[config.mk]
export PLATFORM = sky130hd
export DESIGN_NAME = bsg_cache_nb_dma_initiator
export DESIGN_NICKNAME = d
export VERILOG_FILES = /design/src/rtl/bsg_cache_nb_dma_initiator.sv
export SDC_FILE = /design/constraint.sdc
export NUM_CORES = 1
export LEC_CHECK = 0
export ABC_AREA = 1
export CORE_AREA = 4 4 156 158
export CTS_CLUSTER_DIAMETER = 100
export DETAILED_ROUTE_END_ITERATION = 6
export DIE_AREA = 0 0 160 162
export GPL_ROUTABILITY_DRIVEN = 0
export MAX_ROUTING_LAYER = met4
export SYNTH_ARGS = -nofsm -noshare
export SYNTH_HDL_FRONTEND = slang
export SYNTH_SLANG_ARGS = --single-unit
[constraint.sdc]
create_clock -name clk_i -period 1.5 [get_ports clk_i]
set_input_delay 0.3 -clock clk_i [delete_from_list [all_inputs] [get_ports clk_i]]
set_output_delay 0.3 -clock clk_i [all_outputs]
set_load 0.005 [all_outputs]
[src/rtl/bsg_cache_nb_dma_initiator.sv]
// bsg_cache_nb_dma_initiator
// Cache-side end of the non-blocking cache DMA protocol. Refill and evict
// commands become DMA read and write packets. Evict bursts stream from the
// data array to memory with no added latency. Returning refill bursts are
// tagged with their MSHR id and burst index and passed to the fill path.
// Outstanding refills are tracked per MSHR, and protocol violations raise a
// sticky error flag.
// Optional feature: define BSG_CACHE_NB_DMA_INITIATOR_TIMEOUT_EN to add a
// watchdog that flags an error when refills stall for timeout_p cycles.
module bsg_cache_nb_dma_initiator #(
  parameter int addr_width_p          = 32,
  parameter int data_width_p          = 32,
  parameter int dma_data_width_p      = 64,
  parameter int block_size_in_words_p = 8,
  parameter int mask_width_p          = 8,
  parameter int mshr_els_p            = 4,
  parameter int timeout_p             = 1024,
  parameter bit err_report_p          = 1'b1,
  localparam int id_width_lp   = (mshr_els_p > 1) ? $clog2(mshr_els_p) : 1,
  localparam int bursts_lp     = block_size_in_words_p * data_width_p / dma_data_width_p,
  localparam int idx_width_lp  = (bursts_lp > 1) ? $clog2(bursts_lp) : 1,
  localparam int dma_pkt_width = addr_width_p + mask_width_p + id_width_lp
) (
  input  logic                        clk_i,
  input  logic                        reset_i,
  input  logic                        cmd_v_i,
  output logic                        cmd_ready_o,
  input  logic                        cmd_write_i,
  input  logic [addr_width_p-1:0]     cmd_addr_i,
  input  logic [mask_width_p-1:0]     cmd_mask_i,
  input  logic [id_width_lp-1:0]      cmd_mshr_id_i,
  output logic [dma_pkt_width-1:0]    dma_read_pkt_o,
  output logic                        dma_read_pkt_v_o,
  input  logic                        dma_read_pkt_yumi_i,
  output logic [dma_pkt_width-1:0]    dma_write_pkt_o,
  output logic                        dma_write_pkt_v_o,
  input  logic                        dma_write_pkt_yumi_i,
  input  logic [dma_data_width_p-1:0] dma_data_i,
  input  logic [id_width_lp-1:0]      dma_mshr_id_i,
  input  logic                        dma_data_v_i,
  output logic                        dma_data_ready_o,
  output logic [dma_data_width_p-1:0] dma_data_o,
  output logic                        dma_data_v_o,
  input  logic                        dma_data_yumi_i,
  input  logic [dma_data_width_p-1:0] evict_data_i,
  input  logic                        evict_data_v_i,
  output logic                        evict_data_yumi_o,
  output logic [dma_data_width_p-1:0] fill_data_o,
  output logic [id_width_lp-1:0]      fill_mshr_id_o,
  output logic [idx_width_lp-1:0]     fill_burst_idx_o,
  output logic                        fill_last_o,
  output logic                        fill_v_o,
  input  logic                        fill_ready_i,
  output logic [mshr_els_p-1:0]       pending_o,
  output logic                        error_o
);

  // Packet layout: address in the upper bits, then word mask, then MSHR id.
  typedef struct packed {
    logic [addr_width_p-1:0] addr;
    logic [mask_width_p-1:0] mask;
    logic [id_width_lp-1:0]  mshr_id;
  } dma_pkt_s;

  typedef enum logic [1:0] {S_IDLE, S_RD_REQ, S_WR_REQ, S_WR_DATA} state_e;

  localparam logic [idx_width_lp-1:0] last_idx_lp = idx_width_lp'(bursts_lp - 1);

  if (bursts_lp < 2 || mask_width_p != block_size_in_words_p || timeout_p < 1) begin : g_bad_cfg
    $error("bsg_cache_nb_dma_initiator: illegal parameter combination");
  end

  state_e                  r_state;
  logic                    r_live;
  logic                    r_read_v;
  logic                    r_write_v;
  logic [addr_width_p-1:0] r_addr;
  logic [mask_width_p-1:0] r_mask;
  logic [id_width_lp-1:0]  r_id;
  logic [idx_width_lp-1:0] r_wr_cnt;
  logic [idx_width_lp-1:0] r_rx_cnt;
  logic [id_width_lp-1:0]  r_rx_id;
  logic [mshr_els_p-1:0]   r_pending;
  logic                    r_error;

  logic                    w_live;
  logic                    w_cmd_fire;
  logic                    w_rd_yumi;
  logic                    w_in_wr_data;
  logic                    w_wd_fire;
  logic                    w_rx_fire;
  logic                    w_rx_last;
  logic                    w_err_set;
  logic                    w_wd_expire;
  logic [mshr_els_p-1:0]   w_pend_set;
  logic [mshr_els_p-1:0]   w_pend_clr;
  dma_pkt_s                w_read_pkt;
  dma_pkt_s                w_write_pkt;

  // Handshakes stay low during reset and for one cycle after it.
  assign w_live       = r_live & reset_i;
  assign cmd_ready_o  = w_live && (r_state == S_IDLE)
                        && (cmd_write_i || !r_pending[cmd_mshr_id_i]);
  assign w_cmd_fire   = cmd_v_i & cmd_ready_o;
  assign w_rd_yumi    = r_read_v & dma_read_pkt_yumi_i;

  assign dma_read_pkt_v_o  = r_read_v & reset_i;
  assign dma_write_pkt_v_o = r_write_v & reset_i;

  // Evict data passes straight from the data array to memory.
  assign w_in_wr_data      = w_live && (r_state == S_WR_DATA);
  assign dma_data_o        = evict_data_i;
  assign dma_data_v_o      = w_in_wr_data & evict_data_v_i;
  assign evict_data_yumi_o = w_in_wr_data & dma_data_yumi_i;
  assign w_wd_fire         = evict_data_yumi_o;

  // Refill data passes straight to the fill path, tagged with its index.
  assign fill_data_o      = dma_data_i;
  assign fill_mshr_id_o   = dma_mshr_id_i;
  assign fill_v_o         = w_live & dma_data_v_i;
  assign dma_data_ready_o = w_live & fill_ready_i;
  assign fill_burst_idx_o = r_rx_cnt;
  assign w_rx_last        = (r_rx_cnt == last_idx_lp);
  assign fill_last_o      = w_rx_last;
  assign w_rx_fire        = fill_v_o & dma_data_ready_o;

  assign pending_o = r_pending;
  assign error_o   = r_error;

  // Packet assembly and per-MSHR pending set/clear masks.
  always_comb begin
    // NOTE: every combinational output gets a default first so no path leaves it unassigned (no latch).
    w_read_pkt          = '0;
    w_read_pkt.addr     = r_addr;
    w_read_pkt.mshr_id  = r_id;
    w_write_pkt         = '0;
    w_write_pkt.addr    = r_addr;
    w_write_pkt.mask    = r_mask;
    w_pend_set          = '0;
    w_pend_clr          = '0;
    if (w_rd_yumi)              w_pend_set[r_id]          = 1'b1;
    if (w_rx_fire && w_rx_last) w_pend_clr[dma_mshr_id_i] = 1'b1;
  end

  assign dma_read_pkt_o  = w_read_pkt;
  assign dma_write_pkt_o = w_write_pkt;

  assign w_err_set = (w_rx_fire && !r_pending[dma_mshr_id_i])
                  || (w_rx_fire && (r_rx_cnt != '0) && (dma_mshr_id_i != r_rx_id))
                  || w_wd_expire;

  // Tracks the cycle after reset so handshakes open one cycle late.
  always_ff @(posedge clk_i) begin
    // NOTE: reset is synchronous and active-low: it only acts at a clock edge, inside the clocked block.
    if (!reset_i) r_live <= 1'b0;
    else          r_live <= 1'b1;
  end

  // Request FSM: command accept, packet handshakes and evict burst count.
  always_ff @(posedge clk_i) begin
    // NOTE: clocked state uses non-blocking assignments so every register samples pre-edge values.
    if (!reset_i) begin
      r_state   <= S_IDLE;
      r_read_v  <= 1'b0;
      r_write_v <= 1'b0;
      r_addr    <= '0;
      r_mask    <= '0;
      r_id      <= '0;
      r_wr_cnt  <= '0;
    end else begin
      case (r_state)
        S_IDLE: if (w_cmd_fire) begin
          r_addr <= cmd_addr_i;
          r_mask <= cmd_mask_i;
          r_id   <= cmd_mshr_id_i;
          if (cmd_write_i) begin
            r_state   <= S_WR_REQ;
            r_write_v <= 1'b1;
          end else begin
            r_state  <= S_RD_REQ;
            r_read_v <= 1'b1;
          end
        end
        S_RD_REQ: if (dma_read_pkt_yumi_i) begin
          r_read_v <= 1'b0;
          r_state  <= S_IDLE;
        end
        S_WR_REQ: if (dma_write_pkt_yumi_i) begin
          r_write_v <= 1'b0;
          r_wr_cnt  <= '0;
          r_state   <= S_WR_DATA;
        end
        S_WR_DATA: if (w_wd_fire) begin
          r_wr_cnt <= r_wr_cnt + 1'b1;
          if (r_wr_cnt == last_idx_lp) r_state <= S_IDLE;
        end
        default: r_state <= S_IDLE;
      endcase
    end
  end

  // Return path: burst counter, block owner, pending bits and sticky error.
  always_ff @(posedge clk_i) begin
    if (!reset_i) begin
      r_rx_cnt  <= '0;
      r_rx_id   <= '0;
      r_pending <= '0;
      r_error   <= 1'b0;
    end else begin
      if (w_rx_fire) begin
        r_rx_cnt <= w_rx_last ? '0 : r_rx_cnt + 1'b1;
        if (r_rx_cnt == '0) r_rx_id <= dma_mshr_id_i;
      end
      r_pending <= (r_pending & ~w_pend_clr) | w_pend_set;
      if (w_err_set) r_error <= 1'b1;
    end
  end

`ifdef BSG_CACHE_NB_DMA_INITIATOR_TIMEOUT_EN
  localparam int wd_width_lp = $clog2(timeout_p + 1);
  logic [wd_width_lp-1:0] r_wd_cnt;

  assign w_wd_expire = (r_wd_cnt == wd_width_lp'(timeout_p));

  // Watchdog: counts while any refill is outstanding, restarts on each burst.
  always_ff @(posedge clk_i) begin
    if (!reset_i)                         r_wd_cnt <= '0;
    else if (w_rx_fire || r_pending == '0) r_wd_cnt <= '0;
    else if (!w_wd_expire)                 r_wd_cnt <= r_wd_cnt + 1'b1;
  end
`else
  assign w_wd_expire = 1'b0;
`endif

`ifndef SYNTHESIS
  // Simulation report when the sticky error first rises.
  always_ff @(posedge clk_i) begin
    if (err_report_p && reset_i && w_err_set && !r_error)
      $error("bsg_cache_nb_dma_initiator: DMA protocol error");
  end
`endif

endmodule

## Yosys cells after proc, flatten, opt, wreduce, memory -nomap -nowiden

Index checks and enable logic that the tools add are counted.

- Flip-flop bits (word level): 58
- Latch bits: 0
- Bits in writable memories: 0
- Bits in read-only memories: 0
- Memories kept: 0

- Add/subtract/negate cells: 2
- Multipliers: 0
- Div/mod/pow operators: 0
- Order comparisons: 5
- Equality and inequality tests: 13
- Shift-type cells: 0
- Muxes and demuxes: 30
- Bitwise logic cells: 13
- Reductions and logical operators: 25

Operator list:

| cell | number |
|---|---|
| 2-to-1 mux 2 bit | 9 |
| != test 2 bit, second input constant | 6 |
| 2-to-1 mux 1 bit | 11 |
| AND 1 bit | 10 |
| logical AND 1 bit | 9 |
| < comparator 2 x 3 -> 1 bit, second input constant | 3 |
| equality test 2 bit, second input constant | 4 |
| 2-to-1 mux 4 bit | 2 |
| one-hot mux 2 bit (4 select lines) | 1 |
| AND reduction 4 bit | 2 |
| nonzero test 2 bit | 4 |
| AND reduction 5 bit | 1 |
| adder 2 x 1 -> 2 bit, second input constant | 2 |
| AND 4 bit | 1 |
| binary-select mux 1 bit (select 2 bit) | 2 |
| demux 1 bit (select 2 bit) | 2 |
| >= comparator 2 x 1 -> 1 bit, second input constant | 2 |
| logical NOT 2 bit | 2 |
| NOT 4 bit | 1 |
| OR 4 bit | 1 |
| one-hot mux 1 bit (2 select lines) | 2 |
| one-hot mux 2 bit (2 select lines) | 1 |
| AND reduction 2 bit | 2 |
| AND reduction 3 bit | 1 |
| 5 further kinds | 7 |

## Logic depth before layout (Yosys ltp)

Gate-level depths: netlist (run 1).

- Word-level depth: 8
- Depth in mapped cells: 11
- Mapped depth without buffers: 11

## Least setup slack after synthesis (run 1)

OpenSTA, ideal clock, no wires.

- Path type: reg-to-output
- From: register r_state[1]
- To: output port cmd_ready_o
- Arrival time: 1.038 ns
- Data required time: 1.200 ns
- Path slack: 0.162 ns
- Stages on the path, launching flop included: 6
- Path buffers: 1
- Cells stage by stage: dfxtp_1 -> nor2_1 -> inv_1 -> nor2_2 -> a21boi_4 -> buf_6

- Word-level cells in the longest chain between the ends: 3

RTL lines:

| element | line | source |
|---|---|---|
| start, declared | 73 | `state_e r_state;` |
| start signal, assigned | 163 | `r_state <= S_IDLE;` |
| start signal, assigned | 177 | `r_state <= S_WR_REQ;` |
| start signal, assigned | 180 | `r_state <= S_RD_REQ;` |
| logical NOT 2 bit | 102 | `assign cmd_ready_o = w_live && (r_state == S_IDLE)` |
| logical AND 1 bit | 102 |  |
| logical AND 1 bit | 103 | `&& (cmd_write_i \|\| !r_pending[cmd_mshr_id_i]);` |
| end, declared | 27 | `output logic cmd_ready_o,` |

No other way between the ends.

## Worst setup path after layout (run 1)

Same ends and word-level chain as after synthesis.

==> impl_metrics.ini, run 1 <==
[power]
power_leakage_nw = 2.62
power.ir.vdd_worst_v = 0.000321
design_power_total_mw = 5.38
powerDensity_nw_per_um2 = 1070

[critical_path]
crit_top_cell = sky130_fd_sc_hd__nor2_4
cp_cell_instances = nor2_4 > inv_2 > nor2_4 > a21boi_4 > buf_2
crit_path_max_fanout = 3
worstPathArrival_ns = 1.34
timing.critical_path.max_delay_family = flip-flops
crit_path_end_kind = output port
start_kind = register
timing.critical_path.required_ns = 1.20
timing_worst_setup_path_type = register to output port
critPathSlowestCell = sky130_fd_sc_hd__dfxtp_2
r2r_slack_ns = 0.01
critPathMaxStageDelay_ns = 0.34
worst-path-buf-inv = 2

[timing]
drv_slew = 0
setup-violations-final = 1
worst_hold_slack_ns = 0.408
finalClockSkew_ns = 0.00965
hold_viol_final = 0
grt_setup_unrepaired = yes
period_minus_slack_ns = 1.64
timing.fmax_mhz = 609
worst_setup_slack_after_layout_ns = -0.143
post-route-period-util = 1.10

[finish]
mostFrequentLayoutCells = sky130_fd_sc_hd__clkdlybuf4s50_1 (69), sky130_fd_sc_hd__nand2_1 (63), sky130_fd_sc_hd__a21oi_1 (51)
fin_cells = 811
layout-area-overhead-vs-synth_pct = 34.2
regArea_um2 = 1210
final_layout_size_suffix_gt1_frac = 0.244
layout.cells.most_common = sky130_fd_sc_hd__clkdlybuf4s50_1
final_core_utilization = 0.217
fill_cells = 2555
nNetsFinal = 701
multi_input_comb_area_um2 = 1150
num_antenna_cells = 0

[synth]
post_synth.cell_area_avg_um2 = 7.52
ys_warn_count = 0
netlist_area_um2 = 3740
ys_ff_latch = 58
syn-instance-count = 497
yosysUniqueCellTypes = 27
synth_sequential_area_ratio = 0.311

[placed_design]
total_instance_count_after_detailed_placement = 783
number_of_buffer_cells_added_on_primary_ports = 144
dp_hpwl_um = 8640

[clock_network]
clock_sink_count = 58
tritoncts_clock_tree = built
clock_tree.buffer_depth = 2
clock_latency_ns = 0.33
cts_htree_levels = 3
clkTransAtPathRegs_ns = 0.06
cts_root_buf = sky130_fd_sc_hd__clkbuf_16
numCtsBuffers = 9

[worst_hold_path]
hp-class = input pin to register

[detailed_routing]
route.final.wire_length_um = 11500
detail_route.iter0.violations = 102
via_count = 3022
post_drt_wl_per_cell_um = 14.2
detail_route.vias_per_cell = 3.73
route.detailed.drc = 0
drt.antenna.violating_nets = 0
drtPass1Iterations = 6

[job]
drv.max_cap_violation_count = 0

[die]
top_level_ports = 411
floorplan.rows = 56
initial_utilization = 0.162
die_width_um = 160
design.die.area_um2 = 25900
core-area_um2 = 23100
die-height_um = 162

[global_routing]
busiest_layer = met2
grt_first_pass_wirelength_um = 16800
grt_overflow_total = 0
grt_util_met3 = 0.0444
met2_usage = 0.132
antenna_found_initial = 0
global_route.usage.met1 = 0.0855
grt_max_degree = 29
total_global_routing_track_utilization = 0.0870
grt_pass1_vias = 2981

[outcome]
outcome = finished with violations
violations = negative setup slack
## registers in the layout, summed over array words and instances, names as in the netlist
register and flops:
pending_o 4, r_live 1, r_addr 32, r_read_v 1, r_write_v 1, r_id 2, fill_burst_idx_o 2, error_o 1
r_wr_cnt 2, r_state 2, r_mask 8, r_rx_id 2
## stage by stage
step / TNS (ns) / worst slack, ns / instance area [um^2]
floorplan: 0 / 0.162 / 3770
global placement: -28.25 / -0.702 / 4450
global route: -5.39 / -0.267 / 5010
CTS: -1.87 / -0.212 / 4820
detailed placement: -30.11 / -0.736 / 4450
finish: -0.143 / -0.143 / 5010
## worst paths after layout
path / startpoint / endpoint / depth (start not counted)
worst max-delay path: r_state[1] / cmd_ready_o / 5
worst min-delay path: reset_i / r_rx_id[0] / 4
worst min register to register: r_write_v / r_write_v / 2
worst max register to register: r_state[1] / r_addr[25] / 7
## worst reg2reg max path: cells and delay by family, from the launching register on
family / cells / cell delay (ns)
AO/OA/AOI/OAI: 2 / 0.38
AND/OR/NAND/NOR: 3 / 0.33
flip-flops: 1 / 0.34
buffers and inverters: 2 / 0.37
## report_power, final
| part | total, mW | switching (mW) | internal [mW] | leakage [nW] |
|---|---|---|---|---|
| Sequential | 1.78 | 0.0946 | 1.69 | 0.487 |
| Clock | 2.26 | 0.770 | 1.49 | 0.156 |
| Combinational | 1.34 | 0.620 | 0.715 | 1.98 |
| Total | 5.38 | 1.48 | 3.90 | 2.62 |
## synthesized netlist by cell type
| library cell | instances | share of area |
|---|---|---|
| sky130_fd_sc_hd__buf_4 | 172 | 0.35 |
| sky130_fd_sc_hd__nand2_1 | 66 | 0.066 |
| sky130_fd_sc_hd__dfxtp_1 | 58 | 0.31 |
| sky130_fd_sc_hd__a21oi_1 | 54 | 0.072 |
| sky130_fd_sc_hd__nand3_1 | 50 | 0.067 |
| sky130_fd_sc_hd__inv_1 | 32 | 0.032 |
| sky130_fd_sc_hd__o21ai_0 | 13 | 0.017 |
| sky130_fd_sc_hd__clkbuf_1 | 11 | 0.011 |
| sky130_fd_sc_hd__nor2_1 | 11 | 0.011 |
| sky130_fd_sc_hd__buf_2 | 4 | 0.0054 |
| sky130_fd_sc_hd__buf_6 | 4 | 0.012 |
| sky130_fd_sc_hd__ha_1 | 3 | 0.010 |
| sky130_fd_sc_hd__o31ai_1 | 3 | 0.0060 |
| sky130_fd_sc_hd__nand4_1 | 2 | 0.0033 |
| sky130_fd_sc_hd__xor2_1 | 2 | 0.0047 |
| sky130_fd_sc_hd__a21boi_4 | 1 | 0.0050 |
| sky130_fd_sc_hd__a31oi_1 | 1 | 0.0017 |
| sky130_fd_sc_hd__conb_1 | 1 | 0.0010 |
| sky130_fd_sc_hd__inv_2 | 1 | 0.0010 |
| sky130_fd_sc_hd__nand2_2 | 1 | 0.0017 |
| sky130_fd_sc_hd__nand3_2 | 1 | 0.0027 |
| sky130_fd_sc_hd__nand3b_1 | 1 | 0.0020 |
| sky130_fd_sc_hd__nor2_2 | 1 | 0.0017 |
| sky130_fd_sc_hd__nor3_1 | 1 | 0.0013 |
| sky130_fd_sc_hd__nor3b_1 | 1 | 0.0020 |
| sky130_fd_sc_hd__o211a_1 | 1 | 0.0027 |
| sky130_fd_sc_hd__o211ai_1 | 1 | 0.0020 |
## repair_timing
action,in CTS,in global routing
gates resized for setup,99,63
cloned,0,1
setup endpoints to repair,121,92
pin swaps,4,7
endpoints found under the hold margin,0,0
hold buffers,0,0
setup buffers,5,7
## area by class of cell
class                           count  area share
Timing Repair Buffer              190       0.368
Sequential cell                    58       0.241
Clock buffer                       11      0.0484
Tap cell                          290      0.0724
Multi-Input combinational cell    224       0.230
Clock inverter                      5      0.0155
Inverter                           33      0.0247
## metal layers
metal  wire [um]  share of wire
met2        5340           0.46
met1        4200           0.36
met5           0              0
met3        1270           0.11
met4         724          0.063
## cells by family (layout without fill, tap and decap cells)
kind of cell,count (synthesis),in the layout,share of synthesized area
adder cells (fa/ha/maj),3,3,0.0100
AND/OR/NAND/NOR,135,135,0.159
other,1,10,0.00100
AO/OA/AOI/OAI,74,74,0.107
flip-flops,58,58,0.311
XOR/XNOR,2,2,0.00469
buffers and inverters,224,239,0.407
No activity file was read; power rests on OpenSTA's default activity.
==> run 2: changes to the inputs <==
- ABC_AREA: 1 -> not set
- CORE_AREA: 4 4 156 158 -> 2 2 161 163
- CTS_CLUSTER_DIAMETER: 100 -> 200
- DIE_AREA: 0 0 160 162 -> 0 0 163 165
==> run 2 against run 1 <==
The run still ends with negative setup slack left. Total power decreased by 16%. Final cell count increased by 0.86%. Flip-flop and latch count unchanged. Non-clock buffer count decreased by 1. Register-to-register slack got worse by 0.17 ns. Design area increased by 2.2%. Core utilization decreased by 1.2 points. Via count decreased by 3.6%. Sequential share of layout area decreased by 0.61 points. Routed wire length increased by 4.0%. Largest cell class unchanged. Highest routed layer unchanged.
==> impl_metrics.ini, run 2 <==
[detailed_routing]
detail_route.iter0.violations = 131
via_count = 2912
detail_route.vias_per_cell = 3.56
route.final.wire_length_um = 12000
post_drt_wl_per_cell_um = 14.7
route.detailed.drc = 0
drt.antenna.violating_nets = 0
drtPass1Iterations = 4

[clock_network]
clock_sink_count = 58
cts_root_buf = sky130_fd_sc_hd__clkbuf_16
cts-hold-fix-buffers = 0
clkTransAtPathRegs_ns = 0.05
clock_latency_ns = 0.33
clock_tree.buffer_depth = 2
tritoncts_clock_tree = built
numCtsBuffers = 9
cts_htree_levels = 3

[global_routing]
grt_max_degree = 36
grt_pass1_vias = 2811
total_global_routing_track_utilization = 0.0911
grt_overflow_total = 0
antenna_found_initial = 1
grt_first_pass_wirelength_um = 17200

[synth]
netlist_area_um2 = 3770
synth-edff-count = 0
dominant_cells_by_area_after_synthesis = sky130_fd_sc_hd__buf_4 (35%), sky130_fd_sc_hd__dfxtp_1 (31%), sky130_fd_sc_hd__nand2_1 (6.0%)
ys_ff_latch = 58
yosys_top_cell_area_share = 0.351
post_synth.cell_area_avg_um2 = 8.03
synthTopCellsByCount = sky130_fd_sc_hd__buf_4 (176), sky130_fd_sc_hd__nand2_1 (60), sky130_fd_sc_hd__dfxtp_1 (58)
yosysMostFrequentCell = sky130_fd_sc_hd__buf_4
ys_warn_count = 0
postSynth.asyncResetShare = 0
yosysUniqueCellTypes = 33
synth_sequential_area_ratio = 0.308
synth_top_cell_by_area = sky130_fd_sc_hd__buf_4
syn-instance-count = 469
synth_ff_type = sky130_fd_sc_hd__dfxtp_1

[finish]
layout-area-overhead-vs-synth_pct = 36.0
nNetsFinal = 668
mostFrequentLayoutCells = sky130_fd_sc_hd__clkdlybuf4s50_1 (62), sky130_fd_sc_hd__nand2_1 (60), sky130_fd_sc_hd__dlygate4sd2_1 (41)
final_layout_size_suffix_gt1_frac = 0.220
final_instance_area_um2 = 5120
layout.cells.most_common = sky130_fd_sc_hd__clkdlybuf4s50_1
largest_register_ffs = 32
fin_cells = 818
top_register = r_addr

[timing]
timing.fmax_mhz = 585
grt_setup_unrepaired = yes
worst_setup_slack_after_layout_ns = -0.209
setup-violations-final = 43
drv_slew = 0
hold_viol_final = 0
finalClockSkew_ns = 0.00876
period_minus_slack_ns = 1.71
post-route-period-util = 1.14

[outcome]
violations = negative setup slack
outcome = finished with violations

[die]
top_level_ports = 411
floorplan.rows = 58
die-height_um = 165
core-area_um2 = 25000
die_width_um = 163
initial_utilization = 0.150
design.die.area_um2 = 26900

[critical_path]
crit_path_end_kind = output port
crit_path_max_fanout = 2
worstPathArrival_ns = 1.41
timing.critical_path.required_ns = 1.20
timing_worst_setup_path_type = register to output port
start_kind = register

[placed_design]
total_instance_count_after_detailed_placement = 790
dp_hpwl_um = 8330
number_of_buffer_cells_added_on_primary_ports = 144
placedInstanceArea_um2 = 4540

[power]
power_leakage_nw = 2.65
power.ir.vdd_worst_v = 0.000495
powerDensity_nw_per_um2 = 879

[worst_hold_path]
hp-class = input pin to register

[job]
drv.max_cap_violation_count = 0
-- run 2: cell types whose count changed after synthesis, sizes merged, moves of 3 or more --
cell	previous run	this run
a21boi	1	6
a21oi	54	5
and2	0	5
and3	0	3
and4	0	4
clkbuf	11	16
inv	33	3
mux2i	0	9
nand2	67	60
nand3	51	37
nor2b	0	6
o21ai	13	45
o31ai	3	0
-- run 2: worst max-delay path: stages, from the launching register on --
cell	delay [ns]
sky130_fd_sc_hd__dfxtp_2	0.32
sky130_fd_sc_hd__mux2_4	0.26
sky130_fd_sc_hd__a22oi_4	0.21
sky130_fd_sc_hd__and3_1	0.18
sky130_fd_sc_hd__buf_2	0.11
-- run 2: per-layer routing --
| metal | global-route usage | wire [um] | up-vias |
|---|---|---|---|
| met2 | 0.136 | 5420 | 172 |
| met1 | 0.0974 | 4760 | 1286 |
| met5 | - | 0 | - |
| met4 | 0.0644 | 635 | 0 |
| met3 | 0.0394 | 1180 | 65 |
| li1 | - | - | 1389 |
-- run 2: area by class of cell --
type                       count  area [um^2]
fill                        2773        19900
sequential                    58         1200
antenna                        1         2.50
multi-input combinational    222         1240
timing repair buffer         189         1950
clock inverter                 2         35.0
clock buffer                  13          270
inverter                       3         11.3
tap                          330          413
-- run 2: path summary, 6_finish.rpt --
check                                  start  slack, ns  depth (start not counted)           to
worst max register to register  pending_o[3]      -0.16                          7    r_addr[5]
worst min register to register     r_mask[2]       0.44                          2    r_mask[2]
worst max-delay path            pending_o[3]      -0.21                          4  cmd_ready_o
worst min-delay path                 reset_i       0.37                          3  r_wr_cnt[0]
-- run 2: cell families (layout without fill, tap and decap cells) --
group           after synthesis  after routing  synth area share
compound gates               62             62            0.0956
buf+inv                     198            207             0.375
flops                        58             58             0.308
xor+xnor                      2              2           0.00465
simple gates                132            132             0.162
other cells                   1             11          0.000995
mux                          13             13            0.0428
fa+ha+maj                     3              3           0.00996
-- run 2: metrics by stage --
stage	setup slack, ns	total power, mW	util	setup TNS [ns]	hold WS [ns]
3_5_place_dp	-0.968	2.37	0.181	-37.26	0.441
5_1_grt	-0.280	4.76	0.205	-7.99	0.394
6_report	-0.209	4.51	0.205	-4.46	0.367
2_1_floorplan	0.00158	2.24	-	0	0.328
4_1_cts	-0.284	4.68	0.201	-7.01	0.346
3_3_place_gp	-0.971	2.36	0.181	-36.86	0.436
-- run 2: power by group --
part           switching (mW)  internal, mW
sequential             0.0469          1.62
combinational           0.261         0.413
clock                   0.751          1.41
-- run 2: repair_timing --
action	CTS	global route
setup endpoints to repair	119	80
buffers inserted	8	0
cloned	4	0
pin swaps	2	1
resized for setup	103	36
